===== config.mk =====
export PLATFORM = sky130hd
export DESIGN_NAME = hex_display_scanner
export DESIGN_NICKNAME = d
export VERILOG_FILES = /design/src/rtl/hex_display_scanner.sv
export SDC_FILE = /design/constraint.sdc
export NUM_CORES = 1
export LEC_CHECK = 0
export ABC_CLOCK_PERIOD_IN_PS = 2640
export BUFFER_PORTS_ARGS = -buffer_cell sky130_fd_sc_hd__buf_2
export CAP_MARGIN = 5
export CORE_UTILIZATION = 35
export CTS_BUF_LIST = sky130_fd_sc_hd__clkbuf_16
export DETAILED_ROUTE_END_ITERATION = 7
export PLACE_DENSITY = 0.62
export SLEW_MARGIN = 15
export SYNTH_ARGS = -nofsm -noshare
export SYNTH_HDL_FRONTEND = slang
export SYNTH_SLANG_ARGS = --single-unit

===== constraint.sdc =====
create_clock -name Clk -period 2.64 [get_ports Clk]
set_input_delay 0.264 -clock Clk [delete_from_list [all_inputs] [get_ports Clk]]
set_output_delay 0.264 -clock Clk [all_outputs]
set_load 0.01 [all_outputs]

===== src/rtl/hex_display_scanner.sv =====
// Time-multiplexed hex digit scanner feeding a nibble-to-segment decoder.
// Captured values are applied only at frame boundaries; leading zeros can be blanked.
module hex_display_scanner #(
  parameter int DIGITS   = 4,
  parameter int PRESCALE = 50000
) (
  input  logic                  Clk,
  input  logic                  Reset,
  input  logic [4*DIGITS-1:0]   Data_In,
  input  logic                  Load,
  input  logic                  Blank_En,
  output logic [3:0]            Nibble,
  output logic [DIGITS-1:0]     Digit_Sel_n,
  output logic                  Blank,
  output logic                  Frame_Start,
  output logic                  Load_Ack
);

  localparam int PW = (PRESCALE > 1) ? $clog2(PRESCALE) : 1;
  localparam int DW = (DIGITS > 1) ? $clog2(DIGITS) : 1;

  logic [PW-1:0]         pre_cnt;
  logic [DW-1:0]         dig_idx;
  logic [DW-1:0]         next_idx;
  logic [4*DIGITS-1:0]   shadow;
  logic [4*DIGITS-1:0]   staging;
  logic [4*DIGITS-1:0]   new_shadow;
  logic                  pending;
  logic                  tick;
  logic                  boundary;
  logic                  apply;
  logic                  zero_run;
  logic                  blank_next;
  logic [3:0]            nib_next;
  logic [DIGITS-1:0]     sel_next;

  always_comb begin
    tick     = (pre_cnt == PW'(PRESCALE - 1));
    boundary = tick && (dig_idx == DW'(DIGITS - 1));
    next_idx = (dig_idx == DW'(DIGITS - 1)) ? '0 : dig_idx + DW'(1);
    apply    = boundary && (Load || pending);

    // A load on the boundary cycle itself bypasses staging
    new_shadow = shadow;
    if (boundary && Load)
      new_shadow = Data_In;
    else if (boundary && pending)
      new_shadow = staging;

    zero_run   = 1'b1;
    blank_next = 1'b0;
    nib_next   = 4'h0;
    sel_next   = '1;
    for (int j = DIGITS - 1; j >= 0; j--) begin
      zero_run = zero_run && (new_shadow[4*j +: 4] == 4'h0);
      if (next_idx == DW'(j)) begin
        nib_next    = new_shadow[4*j +: 4];
        sel_next[j] = 1'b0;
        blank_next  = Blank_En && (j != 0) && zero_run;
      end
    end
  end

  always_ff @(posedge Clk) begin
    if (!Reset) begin
      pre_cnt     <= '0;
      dig_idx     <= DW'(DIGITS - 1);
      shadow      <= '0;
      staging     <= '0;
      pending     <= 1'b0;
      Nibble      <= 4'h0;
      Digit_Sel_n <= '1;
      Blank       <= 1'b1;
      Frame_Start <= 1'b0;
      Load_Ack    <= 1'b0;
    end else begin
      Frame_Start <= 1'b0;
      Load_Ack    <= 1'b0;
      pre_cnt     <= tick ? '0 : pre_cnt + PW'(1);

      if (Load && !boundary) begin
        staging <= Data_In;
        pending <= 1'b1;
      end

      if (boundary) begin
        shadow   <= new_shadow;
        pending  <= 1'b0;
        Load_Ack <= apply;
      end

      if (tick) begin
        dig_idx     <= next_idx;
        Blank       <= blank_next;
        Nibble      <= blank_next ? 4'h0 : nib_next;
        Digit_Sel_n <= blank_next ? '1 : sel_next;
        Frame_Start <= (next_idx == '0);
      end
    end
  end

endmodule


==> impl_results.md, run 1 <==
* Run status: completed
* Area grow syn2layout at 19.2%
* Met3 GRT Util at 0.0442
* Hpwl dp at 5.30 mm
* Final cell utilization of the core at 0.438
* Slew headroom at 0.645
* Number of synthesized flops with an enable pin at 0
* Post-Place Worst Slack at 0.0484 ns
* Crit path capture type: register
* Final min period at 2.49 ns
* Initial core utilization at 0.367
* # port buffers at 30
* Synth cell count leaders: dfxtp_1 (62), nand2_1 (59), o21ai_0 (23), nor2_1 (20), a21oi_1 (19)
* CTS Root Buffer Type: clkbuf_16
* Syn_area_per_cell at 8.46 sq um
* Most numerous cell in the Yosys netlist: dfxtp_1
* Die ar. at 9170 sq um
* GR Util met1 at 0.253
* Vias at 2,725
* # DRC at 0
* Initial antenna violation count at 0
* Vias in the first global route at 2,417
* Largest net degree at the start of global routing at 32
* Gr usage total at 0.176
* Die Span Y at 95.8 um
* Setup Skew at 0.00553 ns
* Busiest grt layer: met1
* Worst-path fanout max at 8
* Synth cell types at 62
* Final slew viol count at 0
* HP Start: Data_In[6]
* First-pass GRT wire length at 12.2 mm
* Layout cells sized above 1 at 0.197
* Routability Congestion at 0.915
* Worst-case clock buffer depth at 2
* Power Total at 2.21 mW
* Fin cells at 507
* Post-Syn Area at 3080 sq um
* Synth top area share at 0.403
* Required time of the critical path at 2.85 ns
* VDD IR max at 0.359 mV
* Worst-Margin Slew at 0.533 ns
* Reg2reg start: pre_cnt[11]$_SDFF_PP0_
* GRT overflow at 0
* DRT antenna net count at 0
* Final WL at 7.42 mm
* RSZ-0062 raised after global routing: false
* Nets@finish at 423
* # diodes at 0
* Top_reg_cell synth: dfxtp_1
* Worst Hold Depth at 3
* Met2 Usage GRT at 0.245
* Sequential-to-total area share from yosys stat at 0.403
* Crit Path Class: register to register
* Post-route setup TNS at 0 ns
* Pleak at 1.44 nW
* Hold Violations, Final at 0
* Largest area contributor in the netlist: dfxtp_1
* Max Cap Viol at 0
* Yosys warning count at 0
* Placed Cells at 489
* Row cnt at 33
* WL/cell at 14.6 um
* Num CTS Buffers at 9
* Reg clk slew, reported paths at 0.05 ns
* CTS tree: done
* FFs w/ async S/R, synth at 0
* Synth Net Count at 390
* Final Cycle Share at 0.945
* Critical path arrival at 2.71 ns
* Via-to-Cell Ratio at 5.37
* Post-DP Area at 3360 sq um
* Yosys reg bits at 62
* Min Hold Slack at 0.194 ns
* DRT Pass-1 Iters at 4
* Achievable frequency at 401 MHz
* H-tree lvl count at 3
* PD cells at 601 nW/um^2
* Post-Syn Instances at 364
* Startpoint types: register
* CTS sink count at 62
* R2R cell count at 6
* Clock latency on the worst-skew pair at 0.33 ns
* Post-route cell area at 3670 sq um
* Worst hold path type: input port to register
* Top cells by area, synth: dfxtp_1 (40%), nand2_1 (7.2%), a21boi_0 (3.9%)
* I/O Pins at 31
* 1st-iter DRT viols at 155
* Die span in x at 95.8 um
* PnR worst setup slack at 0.145 ns
* Final setup vio count at 0
* Hold Buf Count CTS at 0
* CP Launch Point: pre_cnt[11]$_SDFF_PP0_
* Core Region at 8380 sq um
## kinds of logic (layout without fill, tap and decap cells)
logic type                 after synthesis  after routing  share of synthesized area
adders and majority gates                6              6                     0.0244
xor gates and xnor gates                10             10                     0.0285
DFF                                     62             62                      0.403
AOI/OAI and AO/OA                      108            108                      0.242
buffers and inverters                   37             75                     0.0553
muxes                                    3              3                     0.0102
and+or+nand+nor                        138            138                      0.236
## where the power goes
group	switching, mW	total (mW)	internal, mW
Combinational	0.0697	0.122	0.0519
Sequential	0.0140	0.969	0.955
Clock	0.401	1.12	0.714
Total	0.485	2.21	1.72
## worst max-delay path, stage by stage (launching register included)
cell,delay (ns)
dfxtp_1,0.34
or4_4,0.62
or4_4,0.62
buf_4,0.17
o221ai_1,0.14
a21oi_1,0.11
o41a_1,0.37
## what timing repair did
action	4_1_cts	5_1_grt
setup buffers	0	2
resized for setup	0	2
endpoints found under the setup margin	0	8
## final cells by class
class | instances | area (sq um)
Timing Repair Buffer | 45 | 288
Sequential cell | 62 | 1240
Clock buffer | 9 | 225
Fill cell | 833 | 4710
Tap cell | 105 | 131
Multi-Input combinational cell | 265 | 1670
Inverter | 14 | 52.6
Clock inverter | 7 | 56.3
## layout by cell type (no fill, tap or decap), drive strengths merged, types with 3 or more instances in the layout
cell / n
or4: 3
or3: 5
nand2: 59
nor2b: 6
ha: 6
nor3b: 6
a31oi: 3
a22oi: 7
a21boi: 16
o31ai: 3
and2: 5
nor4: 7
buf: 45
dfxtp: 62
clkinv: 5
nor2: 20
a211oi: 5
and3: 7
a21oi: 19
nand3: 9
o22a: 3
inv: 15
clkbuf: 9
xor2: 8
nand4: 4
o22ai: 4
o21ai: 25
a22o: 10
## routing by layer
layer / vias to the layer above / routed length [um]
met4: 0 / 144
li1: 1364 / -
met5: - / 0
met2: 72 / 3080
met3: 9 / 412
met1: 1280 / 3780
## flip-flops by register name (all words and copies together) (netlist names)
name and count:
staging 16, Blank 1, Digit_Sel_n 4, shadow 16
Nibble 4, dig_idx 2, pending 1, Load_Ack 1
Frame_Start 1, pre_cnt 16
## final timing paths
kind | slack, ns | end
max reg2reg | 0.15 | Nibble[2]$_SDFFE_PN0N_
min | 0.19 | staging[6]$_SDFFE_PN0P_
min reg2reg | 0.46 | pre_cnt[0]$_SDFF_PP0_
max | 0.15 | Nibble[2]$_SDFFE_PN0N_
Note: power is estimated with default switching activity, not from simulation.
==> inputs of run 2 (changes only) <==
--- a/config.mk
+++ b/config.mk
@@ -13,2 +13,3 @@
 export DETAILED_ROUTE_END_ITERATION = 7
+export GPL_TIMING_DRIVEN = 1
 export PLACE_DENSITY = 0.62
==> constraint.sdc (replaced) <==
create_clock -name Clk -period 2.64 [get_ports Clk]
set_input_delay 0.396 -clock Clk [delete_from_list [all_inputs] [get_ports Clk]]
set_output_delay 0.396 -clock Clk [all_outputs]
set_load 0.01 [all_outputs]
==> run 2 against run 1 <==
Net effect: fmax hardly changed; non-clock buffer count is 1 lower; register-to-register slack about the same; clock power is 12% lower; clock skew rose by 0.0030 ns; sequential cell count unchanged; critical endpoint is now Digit_Sel_n[2]$_SDFFE_PN1N_; wire length increased by 0.18%; via count grew 1.1%; combinational power about the same.
==> impl_results.md, run 2 (same netlist as run 1, synthesis figures left out) <==
* CP cell instances: or4_4 -> or4_4 -> o31ai_1 -> o22a_2 -> nand4_2 -> a31oi_1
* Placed Cells at 489 (unchanged)
* First-pass GRT wire length at 12.2 mm (-0.39%)
* Commonest cells after routing, fill and taps aside: dfxtp_1 (62), nand2_1 (59), buf_2 (30)
* Crit Path Class: register to register
* CP Launch Point: pre_cnt[11]$_SDFF_PP0_
* Die Span Y at 95.8 um (unchanged)
* Area grow syn2layout at 18.0%
* Initial core utilization at 0.367 (unchanged)
* Vias at 2,756 (+1.1%)
* Slew headroom at 0.656 (+0.0118)
* Setup Skew at 0.00853 ns (+0.00300 ns)
* Via-to-Cell Ratio at 5.46 (+1.5%)
* GRT overflow at 0 (unchanged)
* Min Hold Slack at 0.329 ns (+0.135 ns)
* Fin cells at 505 (-0.39%)
* # port buffers at 30 (unchanged)
* CTS Root Buffer Type: clkbuf_16
* Nets@finish at 422 (-0.24%)
* PD cells at 570 nW/um^2 (-5.1%)
* Setup crit end: Digit_Sel_n[2]$_SDFFE_PN1N_
* Final WL at 7.43 mm (+0.18%)
* Max Cap Viol at 0 (unchanged)
* Worst hold path type: input port to register
* Startpoint types: register
* Worst Hold Depth at 3 (unchanged)
* Worst-Margin Slew at 0.509 ns (-0.0242 ns)
* Hold Violations, Final at 0 (unchanged)
* Reg2reg start: pre_cnt[11]$_SDFF_PP0_
* Most used cell, CP: or4_4
* CP top delay family: simple AND/OR/NAND/NOR gates
* PnR worst setup slack at 0.144 ns (-0.00123 ns)
* Commonest non-fill, non-tap cell in the layout: dfxtp_1
* Clock latency on the worst-skew pair at 0.32 ns (about the same)
* WP buf/inv at 0 (-1)
* Hpwl dp at 5.41 mm (+2.1%)
* CP max-delay cell: or4_4
* Hold Buf Count CTS at 0 (unchanged)
* DRT antenna net count at 0 (unchanged)
* Num CTS Buffers at 9 (unchanged)
* Row cnt at 33 (unchanged)
* Critical path arrival at 2.74 ns (+0.03 ns)
* I/O Pins at 31 (unchanged)
* Core Region at 8380 sq um (unchanged)
* H-tree lvl count at 3 (unchanged)
* Layout cells sized above 1 at 0.190 (-0.00652)
* Final setup vio count at 0 (unchanged)
* DRT Pass-1 Iters at 5 (+1)
* Vias in the first global route at 2,411 (-0.25%)
* Required time of the critical path at 2.89 ns (+0.04 ns)
* Gr usage total at 0.177 (+0.000551)
* CP max stage delay at 0.64 ns (+0.02 ns)
* Post-route setup TNS at 0 ns (unchanged)
* R2R cell count at 6 (unchanged)
* Biggest regs: pre_cnt x16, shadow x16, staging x16
* Worst-case clock buffer depth at 2 (unchanged)
* Pleak at 1.42 nW (-1.1%)
* Flop2flop setup slack at 0.14 ns (about the same)
* Final Cycle Share at 0.945 (about the same)
* Capturing point of the worst reg2reg path: Digit_Sel_n[2]$_SDFFE_PN1N_
* VDD IR max at 0.361 mV (+0.68%)
* Routability Congestion at 0.920 (+0.49%)
* Reg clk slew, reported paths at 0.05 ns (about the same)
* Final min period at 2.50 ns (+0.00123 ns)
* RSZ-0062 raised after global routing: false
* Largest net degree at the start of global routing at 32 (unchanged)
* Die ar. at 9170 sq um (unchanged)
* Initial antenna violation count at 0 (unchanged)
* Final slew viol count at 0 (unchanged)
* 1st-iter DRT viols at 200 (+29%)
* # DRC at 0 (unchanged)
* Die span in x at 95.8 um (unchanged)
* Achievable frequency at 401 MHz (about the same)
* WP depth at 6 (unchanged)
* Post-Place Worst Slack at 0.0420 ns (-0.00641 ns)
* CTS sink count at 62 (unchanged)
* Worst-path fanout max at 13 (+5)
* # diodes at 0 (unchanged)
* Crit path capture type: register
* Run status: completed
* WL/cell at 14.7 um (+0.57%)
* CTS tree: done
run 2: layout make-up:
cell class / count / area (sq um)
timing repair buffer: 44 / 280
tap: 105 / 131
fill: 869 / 4750
sequential: 62 / 1240
multi-input combinational: 265 / 1680
clock inverter: 6 / 23.8
clock buffer: 9 / 225
inverter: 14 / 52.6
run 2: what timing repair did:
item,4_1_cts,5_1_grt
setup endpoints to repair,0,7
resized for setup,0,3
buffers inserted,0,1
run 2: per-layer routing:
| layer | up-vias | track usage | routed length (um) |
|---|---|---|---|
| met5 | - | 0 | 0 |
| met4 | 0 | 0.0721 | 124 |
| met3 | 11 | 0.0442 | 417 |
| met2 | 85 | 0.251 | 3200 |
| met1 | 1305 | 0.252 | 3690 |
| li1 | 1355 | - | - |
run 2: where the power goes:
part	leakage, nW	internal [mW]	switching [mW]
clock	0.134	0.608	0.372
combinational	0.783	0.0518	0.0690
sequential	0.504	0.956	0.0146
total	1.42	1.62	0.455
run 2: worst min-delay path, cell delays in order:
cell      delay, ns
buf_2          0.10
nand2_1        0.04
a21boi_0       0.06
run 2: metrics by stage:
| step | area [sq um] | utilization | power [mW] |
|---|---|---|---|
| after floorplan | 3080 | - | 1.06 |
| after global placement | 3360 | 0.401 | 1.11 |
| after detailed placement | 3360 | 0.401 | 1.11 |
| after CTS | 3610 | 0.431 | 2.10 |
| after global routing | 3630 | 0.433 | 2.16 |
| final | 3630 | 0.433 | 2.07 |
run 2: worst min path at each step:
stage	to	startpoint	slack (ns)
3_5_place_dp	shadow[0]$_SDFFE_PN0P_	shadow[0]$_SDFFE_PN0P_	0.45
5_1_grt	staging[5]$_SDFFE_PN0P_	Data_In[5]	0.34
6_report	staging[3]$_SDFFE_PN0P_	Data_In[3]	0.33
2_1_floorplan	shadow[0]$_SDFFE_PN0P_	shadow[0]$_SDFFE_PN0P_	0.43
3_3_place_gp	shadow[0]$_SDFFE_PN0P_	shadow[0]$_SDFFE_PN0P_	0.44
4_1_cts	staging[3]$_SDFFE_PN0P_	Data_In[3]	0.33
==> inputs of run 3 (changes only) <==
- ABC_CLOCK_PERIOD_IN_PS: 2640 -> 2300
- clock period: 2.64 -> 2.3 ns (I/O delays scaled with it)
==> run 3 against run 2 <==
Net effect: the run now ends with negative setup slack left; worst hold slack got worse by 0.062 ns; clock power increased by 43%; power is 29% higher; cell count rose by 5.1%; wire length increased by 9.0%; fmax increased by 8.4%.
==> impl_results.md, run 3 (same netlist as run 1, synthesis figures left out) <==
* Clock power share at 0.527 (+0.054)
* Hold Violations, Final at 0 (unchanged)
* Min Hold Slack at 0.267 ns (-0.0624 ns)
* Reg clk slew, reported paths at 0.05 ns (about the same)
* Pleak at 1.61 nW (+13%)
* Post-Place Worst Slack at -0.192 ns (-0.234 ns)
* Critical path arrival at 2.56 ns (-0.18 ns)
* DRT Pass-1 Iters at 4 (-1)
* Core Region at 8380 sq um (unchanged)
* Sequential Power Share at 0.417 (-0.052)
* Final setup vio count at 1 (+1)
* Required time of the critical path at 2.56 ns (-0.33 ns)
* Die span in x at 95.8 um (unchanged)
* Highest metal used: met4
* WL met3 at 393 um (-5.8%)
* Nets@finish at 447 (+5.9%)
* Final min period at 2.30 ns (-0.194 ns)
* Combinational power share at 0.057 (about the same)
* Initial antenna violation count at 0 (unchanged)
* Initial core utilization at 0.367 (unchanged)
* Startpoint types: register
* CTS tree: done
* Hpwl dp at 5.63 mm (+4.1%)
* H-tree lvl count at 3 (unchanged)
* Crit path capture type: register
* Die ar. at 9170 sq um (unchanged)
* M1 WL at 4.06 mm (+10%)
* Failing checks: negative setup slack
* CTS Root Buffer Type: clkbuf_16
* PnR worst setup slack at -0.00163 ns (-0.146 ns)
* Switching Power at 571 uW (+26%)
* P_int at 2.09 mW (+29%)
* Max Cap Viol at 0 (unchanged)
* Worst-Margin Slew at 0.546 ns (+0.0367 ns)
* Net Sw Frac at 0.215 (-0.00514)
* VDD IR max at 0.385 mV (+6.6%)
* Die Span Y at 95.8 um (unchanged)
* First-pass GRT wire length at 13.1 mm (+7.3%)
* Largest net degree at the start of global routing at 32 (unchanged)
* Commonest non-fill, non-tap cell in the layout: dfxtp_1
* Hold Buf Count CTS at 0 (unchanged)
* Gr usage total at 0.190 (+0.0138)
* Flop2flop setup slack at -0.002 ns (-0.15 ns)
* DRT antenna net count at 0 (unchanged)
* # diodes at 0 (unchanged)
* WL/cell at 15.3 um (+3.6%)
* Vias at 2,822 (+2.4%)
* RSZ-0062 raised after global routing: true
* Final cell utilization of the core at 0.476 (+0.0428)
* Setup Skew at 0.00614 ns (-0.00239 ns)
* Clock latency on the worst-skew pair at 0.33 ns (about the same)
* Slew headroom at 0.636 (-0.0202)
* Worst-path fanout max at 6 (-7)
* # DRC at 0 (unchanged)
* Final Cycle Share at 1.00 (+0.0552)
* Biggest regs: pre_cnt x16, shadow x16, staging x16
* Achievable frequency at 434 MHz (+8.4%)
* Run status: finished with violations
* 1st-iter DRT viols at 228 (+14%)
* Worst hold path type: input port to register
* Area grow syn2layout at 29.6%
* Final WL at 8.10 mm (+9.0%)
* Row cnt at 33 (unchanged)
* Routed wl met2 at 3.52 mm (+10%)
* PD cells at 667 nW/um^2 (+17%)
* Post-route setup TNS at -0.00163 ns (-0.00163 ns)
* Final slew viol count at 0 (unchanged)
* Num CTS Buffers at 9 (unchanged)
* # port buffers at 30 (unchanged)
* Via-to-Cell Ratio at 5.31 (-2.6%)
* CTS sink count at 62 (unchanged)
* Vias in the first global route at 2,521 (+4.6%)
* Routability Congestion at 0.852 (-7.4%)
* Crit Path Class: register to register
* Layout cells sized above 1 at 0.286 (+0.0964)
* I/O Pins at 31 (unchanged)
* Worst-case clock buffer depth at 2 (unchanged)
* Commonest cells after routing, fill and taps aside: dfxtp_1 (59), nand2_1 (58), buf_4 (35)
* GRT overflow at 0 (unchanged)
-- run 3: cell count changes in the layout (fill, tap and decap cells not counted), sizes merged --
cell / before / now
buf: 44 / 69
bufinv: 0 / 2
inv: 17 / 16
-- run 3: per-layer routing --
metal	vias up	global-route usage
li1	1415	-
met5	-	0
met4	0	0.0572
met3	11	0.0624
met2	80	0.276
met1	1316	0.266
-- run 3: final timing paths --
path	startpoint	endpoint	depth (start not counted)
worst max register to register	pre_cnt[10]$_SDFF_PP0_	Digit_Sel_n[1]$_SDFFE_PN1N_	6
worst min-delay path	Data_In[4]	staging[4]$_SDFFE_PN0P_	3
worst min register to register	staging[12]$_SDFFE_PN0P_	staging[12]$_SDFFE_PN0P_	2
worst max-delay path	pre_cnt[10]$_SDFF_PP0_	Digit_Sel_n[1]$_SDFFE_PN1N_	6
-- run 3: critical path, stage by stage, from the launching register on --
cell	delay, ns
dfxtp_2	0.32
or4_4	0.59
or4_4	0.63
o31ai_4	0.19
o22a_2	0.20
nand4_4	0.12
a31oi_1	0.19
-- run 3: timing repair --
item / 4_1_cts / 5_1_grt
pin swaps: 10 / 9
resized for setup: 15 / 19
buffers inserted: 2 / 5
endpoints found under the setup margin: 41 / 26
-- run 3: power groups by stage --
stage / Sequential (mW) / Clock (mW) / Combinational [mW]
final: 1.11 / 1.40 / 0.151
after global placement: 1.13 / 0 / 0.143
after CTS: 1.11 / 1.43 / 0.148
after global routing: 1.11 / 1.47 / 0.165
after detailed placement: 1.13 / 0 / 0.145
after floorplan: 1.13 / 0 / 0.0913
-- run 3: cell type report --
class | count | area, sq um
fillers | 811 | 4390
multi-input cells | 265 | 1780
flip-flops and latches | 62 | 1240
repair buffers | 69 | 475
clock buffers | 9 | 225
well taps | 105 | 131
clock inverters | 7 | 81.3
inverters | 14 | 52.6
-- run 3: stage by stage --
step | power, mW | cell area, sq um | std cells
6_report | 2.66 | 3990 | 531
5_1_grt | 2.75 | 3990 | 531
4_1_cts | 2.69 | 3910 | 526
3_5_place_dp | 1.28 | 3540 | 508
3_3_place_gp | 1.27 | 3540 | 508
2_1_floorplan | 1.22 | 3120 | 364
